## src/rtl/pixel_row_readout.sv

```systemverilog
// pixel_row_readout
//   Digitises one pixel row and streams it out one word per handshake.
//   During the conversion window each column latches the shared ramp
//   COUNTER on the first cycle its synchronised comparator is high.
//   Columns that never trip are forced to full scale. The stored row is
//   then sent out on a PIXEL_BITS-wide valid/ready channel.
//
// Ports
//   CLK, RESET_N            clock, asynchronous active-low reset
//   ERASE                   synchronous clear / abort (highest priority)
//   CONVERT_START/END       one-cycle pulses that open/close the window
//   CMP[W]                  asynchronous per-column comparator outputs
//   COUNTER[B]              shared ramp counter (CLK domain)
//   READ_START              one-cycle pulse that starts readout from HOLD
//   DATA_READY              downstream ready
//   DATA_VALID/OUT/SAT      current word, and its "never tripped" flag
//   PIXEL_INDEX             column of the current word
//   ROW_ID                  constant ROW_INDEX
//   BUSY                    high whenever the engine is not idle
//   ROW_DONE                one-cycle pulse after the last word is taken
module pixel_row_readout #(
    parameter int PIXEL_ARRAY_WIDTH = 8,
    parameter int PIXEL_BITS        = 8,
    parameter int ROW_INDEX         = 0,
    parameter int IDX_BITS          = $clog2(PIXEL_ARRAY_WIDTH)
) (
    input  logic                         CLK,
    input  logic                         RESET_N,
    input  logic                         ERASE,
    input  logic                         CONVERT_START,
    input  logic                         CONVERT_END,
    input  logic [PIXEL_ARRAY_WIDTH-1:0] CMP,
    input  logic [PIXEL_BITS-1:0]        COUNTER,
    input  logic                         READ_START,
    input  logic                         DATA_READY,
    output logic                         DATA_VALID,
    output logic [PIXEL_BITS-1:0]        DATA_OUT,
    output logic                         DATA_SAT,
    output logic [IDX_BITS-1:0]          PIXEL_INDEX,
    output logic [15:0]                  ROW_ID,
    output logic                         BUSY,
    output logic                         ROW_DONE
);

    typedef enum logic [1:0] {
        ST_IDLE    = 2'd0,
        ST_CONVERT = 2'd1,
        ST_HOLD    = 2'd2,
        ST_READOUT = 2'd3
    } state_t;

    localparam logic [IDX_BITS-1:0]   LAST_IDX   = IDX_BITS'(PIXEL_ARRAY_WIDTH - 1);
    localparam logic [PIXEL_BITS-1:0] FULL_SCALE = {PIXEL_BITS{1'b1}};

    state_t                         state_r;
    state_t                         next_state_s;
    logic [PIXEL_ARRAY_WIDTH-1:0]   cmp_s1_r;
    logic [PIXEL_ARRAY_WIDTH-1:0]   cmp_s2_r;
    logic [PIXEL_BITS-1:0]          value_r [PIXEL_ARRAY_WIDTH];
    logic [PIXEL_ARRAY_WIDTH-1:0]   captured_r;
    logic [IDX_BITS-1:0]            index_r;
    logic                           row_done_r;
    logic [PIXEL_ARRAY_WIDTH-1:0]   capture_s;
    logic                           handshake_s;
    logic                           last_word_s;

    assign ROW_ID = 16'(ROW_INDEX);

    // Handshake and capture qualifiers shared by next-state and datapath.
    always_comb begin
        handshake_s = (state_r == ST_READOUT) && DATA_READY;
        last_word_s = handshake_s && (index_r == LAST_IDX);
        if (state_r == ST_CONVERT) begin
            capture_s = cmp_s2_r & ~captured_r;
        end else begin
            capture_s = {PIXEL_ARRAY_WIDTH{1'b0}};
        end
    end

    // Two-flop synchroniser for the asynchronous comparator outputs.
    always_ff @(posedge CLK or negedge RESET_N) begin
        if (!RESET_N) begin
            cmp_s1_r <= {PIXEL_ARRAY_WIDTH{1'b0}};
            cmp_s2_r <= {PIXEL_ARRAY_WIDTH{1'b0}};
        end else begin
            cmp_s1_r <= CMP;
            cmp_s2_r <= cmp_s1_r;
        end
    end

    // FSM state register.
    always_ff @(posedge CLK or negedge RESET_N) begin
        if (!RESET_N) begin
            state_r <= ST_IDLE;
        end else begin
            state_r <= next_state_s;
        end
    end

    // FSM next-state logic; ERASE overrides every transition.
    always_comb begin
        next_state_s = state_r;
        if (ERASE) begin
            next_state_s = ST_IDLE;
        end else begin
            case (state_r)
                ST_IDLE: begin
                    if (CONVERT_START) next_state_s = ST_CONVERT;
                    else               next_state_s = ST_IDLE;
                end
                ST_CONVERT: begin
                    if (CONVERT_END) next_state_s = ST_HOLD;
                    else             next_state_s = ST_CONVERT;
                end
                ST_HOLD: begin
                    if (READ_START) next_state_s = ST_READOUT;
                    else            next_state_s = ST_HOLD;
                end
                ST_READOUT: begin
                    if (last_word_s) next_state_s = ST_IDLE;
                    else             next_state_s = ST_READOUT;
                end
                default: next_state_s = ST_IDLE;
            endcase
        end
    end

    // Row storage, capture flags, readout index and ROW_DONE pulse.
    always_ff @(posedge CLK or negedge RESET_N) begin
        if (!RESET_N) begin
            for (int i = 0; i < PIXEL_ARRAY_WIDTH; i++) value_r[i] <= {PIXEL_BITS{1'b0}};
            captured_r <= {PIXEL_ARRAY_WIDTH{1'b0}};
            index_r    <= {IDX_BITS{1'b0}};
            row_done_r <= 1'b0;
        end else if (ERASE) begin
            for (int i = 0; i < PIXEL_ARRAY_WIDTH; i++) value_r[i] <= {PIXEL_BITS{1'b0}};
            captured_r <= {PIXEL_ARRAY_WIDTH{1'b0}};
            index_r    <= {IDX_BITS{1'b0}};
            row_done_r <= 1'b0;
        end else begin
            row_done_r <= last_word_s;
            case (state_r)
                ST_IDLE: begin
                    if (CONVERT_START) captured_r <= {PIXEL_ARRAY_WIDTH{1'b0}};
                end
                ST_CONVERT: begin
                    // A capture on the closing edge beats saturation.
                    for (int i = 0; i < PIXEL_ARRAY_WIDTH; i++) begin
                        if (capture_s[i]) begin
                            value_r[i] <= COUNTER;
                        end else if (CONVERT_END && !captured_r[i]) begin
                            value_r[i] <= FULL_SCALE;
                        end
                    end
                    captured_r <= captured_r | capture_s;
                end
                ST_HOLD: begin
                    if (READ_START) index_r <= {IDX_BITS{1'b0}};
                end
                ST_READOUT: begin
                    if (last_word_s)      index_r <= {IDX_BITS{1'b0}};
                    else if (handshake_s) index_r <= index_r + {{(IDX_BITS-1){1'b0}}, 1'b1};
                end
                default: begin
                    index_r <= {IDX_BITS{1'b0}};
                end
            endcase
        end
    end

    // Outputs decoded from registered state; word fields are zero unless valid.
    always_comb begin
        BUSY        = (state_r != ST_IDLE);
        ROW_DONE    = row_done_r;
        PIXEL_INDEX = index_r;
        if (state_r == ST_READOUT) begin
            DATA_VALID = 1'b1;
            DATA_OUT   = value_r[index_r];
            DATA_SAT   = ~captured_r[index_r];
        end else begin
            DATA_VALID = 1'b0;
            DATA_OUT   = {PIXEL_BITS{1'b0}};
            DATA_SAT   = 1'b0;
        end
    end

endmodule

```

## config.mk

```make
export PLATFORM = sky130hd
export DESIGN_NAME = pixel_row_readout
export DESIGN_NICKNAME = d
export VERILOG_FILES = /design/src/rtl/pixel_row_readout.sv
export SDC_FILE = /design/constraint.sdc
export NUM_CORES = 1
export LEC_CHECK = 0
export CORE_ASPECT_RATIO = 2
export CORE_MARGIN = 1.5
export CORE_UTILIZATION = 60
export DETAILED_ROUTE_END_ITERATION = 6
export PLACE_DENSITY = 0.85
export SYNTH_ARGS = -nofsm -noshare
export SYNTH_HDL_FRONTEND = slang
export SYNTH_SLANG_ARGS = --single-unit
```

## constraint.sdc

```tcl
create_clock -name CLK -period 4.44 [get_ports CLK]
set_input_delay 0.444 -clock CLK [delete_from_list [all_inputs] [get_ports CLK]]
set_output_delay 0.444 -clock CLK [all_outputs]
set_load 0.005 [all_outputs]
```

==> results.md <==
* Status: finished, final reports clean
* Rows at 44
* DP Worst Slack at 1.72 ns
* Iteration-0 DRC Markers at roughly 340
* CP Launch Type: flop
* Hold Violations, Final at 0
* Final HPWL DP at 8.12 mm
* DR vias at 3459
* Initial Utilization at 0.624
* Area grow syn2layout at 13.3%
* Post-CTS resize count at 0
* Hold Path Class: in -> async
* Post-synth top cells: dfrtp_1 (94), nor2_1 (75), o2bb2ai_1 (64), mux2i_1 (36)
* Final #Nets at between 400 and 500
* Endpoint type of the worst setup path: primary output
* Routed wire length at 11.2 mm
* Synth top area share at 0.515
* DRC violations left at 0
* VDD IR max at ~0.36 mV
* CTS clk-pin slew, worst paths at approximately 0.06 ns
* Slew Limit Fails at 0
* Crit path kind: reg -> out
* # setup viols final at 0
* CTS sink cnt at 94
* EDFF count, synth at 0
* Max incr delay on CP at ~1.1 ns
* Flip-flop and latch count after synthesis at 94
* Fillers at approximately 540
* Ys flop type: dfrtp_1
* Worst-margin pin slew at 1.10 ns
* Synthesized instance count at about 420
* Number of global-route vias before repair at between 3000 and 4000
* CP max FO at 39
* Placer Congestion at approximately 0.9
* CP arrival at about 2.7 ns
* MaxCap Viol Count at 0
* Post-route core utilization at 0.707
* CTS max path bufs at 2
* Final setup TNS at 0 ns
* Top cells by area, synth: dfrtp_1 (52%), o2bb2ai_1 (12%), mux2i_1 (7.9%)
* Post-synthesis sequential area ratio at 0.515
* Clock root buffer: clkbuf_16
* Layout cells sized above 1 at 0.0930
* Tmin final at 3.10 ns
* Relative slew slack at 0.264
* GRT Overall Usage at 0.298
* Ant diodes at 0
* Top-level I/O count at 54
* Multi-input logic area at ~2000 um^2
* Register area at 2350 um^2
* Via density at 6.49
* Clock Latency Late Sink at between 0.3 and 0.4 ns
* GRT overflow at 0
* Core area at ~7300 um^2
* Port Buf Inserts at 37
* Pwr Total at 2020 uW
* Max H-tree Level at 3
* Post-Syn Area at roughly 4600 um^2
* Antenna Violating Nets Remaining at 0
* TritonCTS buffer count at 9
* Worst endpoint required time at 4.00 ns
* Initial antenna violation count at 0
* Cell taking the most area after synthesis: dfrtp_1
* Setup Buffers After CTS at 0
* First-pass GRT wire length at 18.0 mm
* CTS tree: done
* Worst path buffer plus inverter count at 1
* Hold buffers post-CTS at 0
* Clk_skew at 0.0100 ns
* Yosys warns at 0
* Max stage delay cell, worst path: dfrtp_2
* Largest net degree at the start of global routing at slightly below 60
* Total die area at a little over 8000 um^2
* Period utilization at 0.699
* Max Clk Rate at between 300 and 400 MHz
* Post-route setup slack at ~1.3 ns
* Syn Area/Cell at roughly 11 um^2
* RSZ-0062 raised after global routing: false
* Synth cell types at 35
* CP top delay family: flip-flops
* Wire per inst at 21.1 um
* DRT Pass-1 Iters at 6
* LEAKAGE at about 0.0022 uW
* Ys async rst share at 1.00
* Die height at approximately 130 um
* Crit-path cells: mux2i_1, a22oi_1, and3_1, clkdlybuf4s50_1
* Power density over the cells at approximately 400 nW/um^2
* Most frequent cell after synthesis: dfrtp_1
* Die width at 64.7 um
## worst paths after layout
| check | from | to | slack (ns) | cells past startpoint |
|---|---|---|---|---|
| min | RESET_N | value_r[47]$_DFFE_PN0P_ | 0.15 | 1 |
| max reg2reg | PIXEL_INDEX[1]$_DFFE_PN0P_ | PIXEL_INDEX[2]$_DFFE_PN0P_ | 2.27 | 5 |
| min in group CLK | cmp_s1_r[4]$_DFF_PN0_ | cmp_s2_r[4]$_DFF_PN0_ | 0.35 | 0 |
| max | PIXEL_INDEX[1]$_DFFE_PN0P_ | DATA_OUT[7] | 1.34 | 4 |
| max in group asynchronous | RESET_N | PIXEL_INDEX[1]$_DFFE_PN0P_ | 3.33 | 2 |
| min reg2reg | cmp_s1_r[4]$_DFF_PN0_ | cmp_s2_r[4]$_DFF_PN0_ | 0.35 | 0 |
## stage by stage
step	hold WS (ns)	instance area (um^2)	instances
floorplan	0.148	4620	431
global placement	0.333	4870	517
detailed placement	0.339	4870	517
CTS	0.179	5170	533
global route	0.212	5170	533
finish	0.147	5170	533
## state kept, by name, indices dropped and copies added (netlist names)
name	count
PIXEL_INDEX	3
cmp_s1_r	8
ROW_DONE	1
state_r	2
value_r	64
captured_r	8
cmp_s2_r	8
## worst reg2reg max path, stage by stage (launching register included)
cell	delay, ns
dfrtp_2	1.09
ha_1	0.31
ha_1	0.17
nand2_1	0.08
nor4b_1	0.15
mux2_2	0.27
## power by group
part	switching, uW	leakage (uW)	internal [uW]
sequential	61.4	0.00124	929
clock	327	0.000147	457
combinational	143	0.000791	101
total	531	0.00218	1490
## cells in the final DEF (no fill, tap or decap), types with 3 or more instances in the layout
cell type,instances
nor2_1,75
or4bb_1,5
clkdlybuf4s50_1,36
nand3_1,5
or2_2,4
a31oi_2,4
mux2_2,4
inv_1,7
mux2i_1,36
a22oi_1,19
a21oi_1,10
nand2_1,6
conb_1,16
dfrtp_1,93
nand4bb_1,3
clkbuf_16,9
buf_4,4
nor2b_1,4
and3_1,8
o2bb2ai_1,64
a21oi_2,3
o21ba_2,4
## cells by family (layout without fill, tap and decap cells)
kind of cell	count (synthesis)	in the layout	share of synthesized area
compound gates	108	108	0.198
fa+ha+maj	2	2	0.00548
buf+inv	53	63	0.0630
flops	94	94	0.515
mux	40	40	0.0888
other cells	1	16	0.000821
simple gates	118	118	0.128
## cell type report
type                       instances  share of cell area
sequential                        94               0.455
multi-input combinational        284               0.383
timing repair buffer              40              0.0754
clock buffer                      11              0.0469
tap                               92              0.0222
clock inverter                     5              0.0123
inverter                           7             0.00508
## per-layer routing
layer / track usage / wire length, um / vias to the layer above / share of wire
li1: - / - / 1513 / -
met1: 0.345 / 4100 / 1705 / 0.37
met2: 0.482 / 5700 / 188 / 0.51
met3: 0.0585 / 688 / 53 / 0.061
met4: 0.223 / 738 / 0 / 0.066
met5: 0 / 0 / - / 0
(Power assumes the default switching activity.)
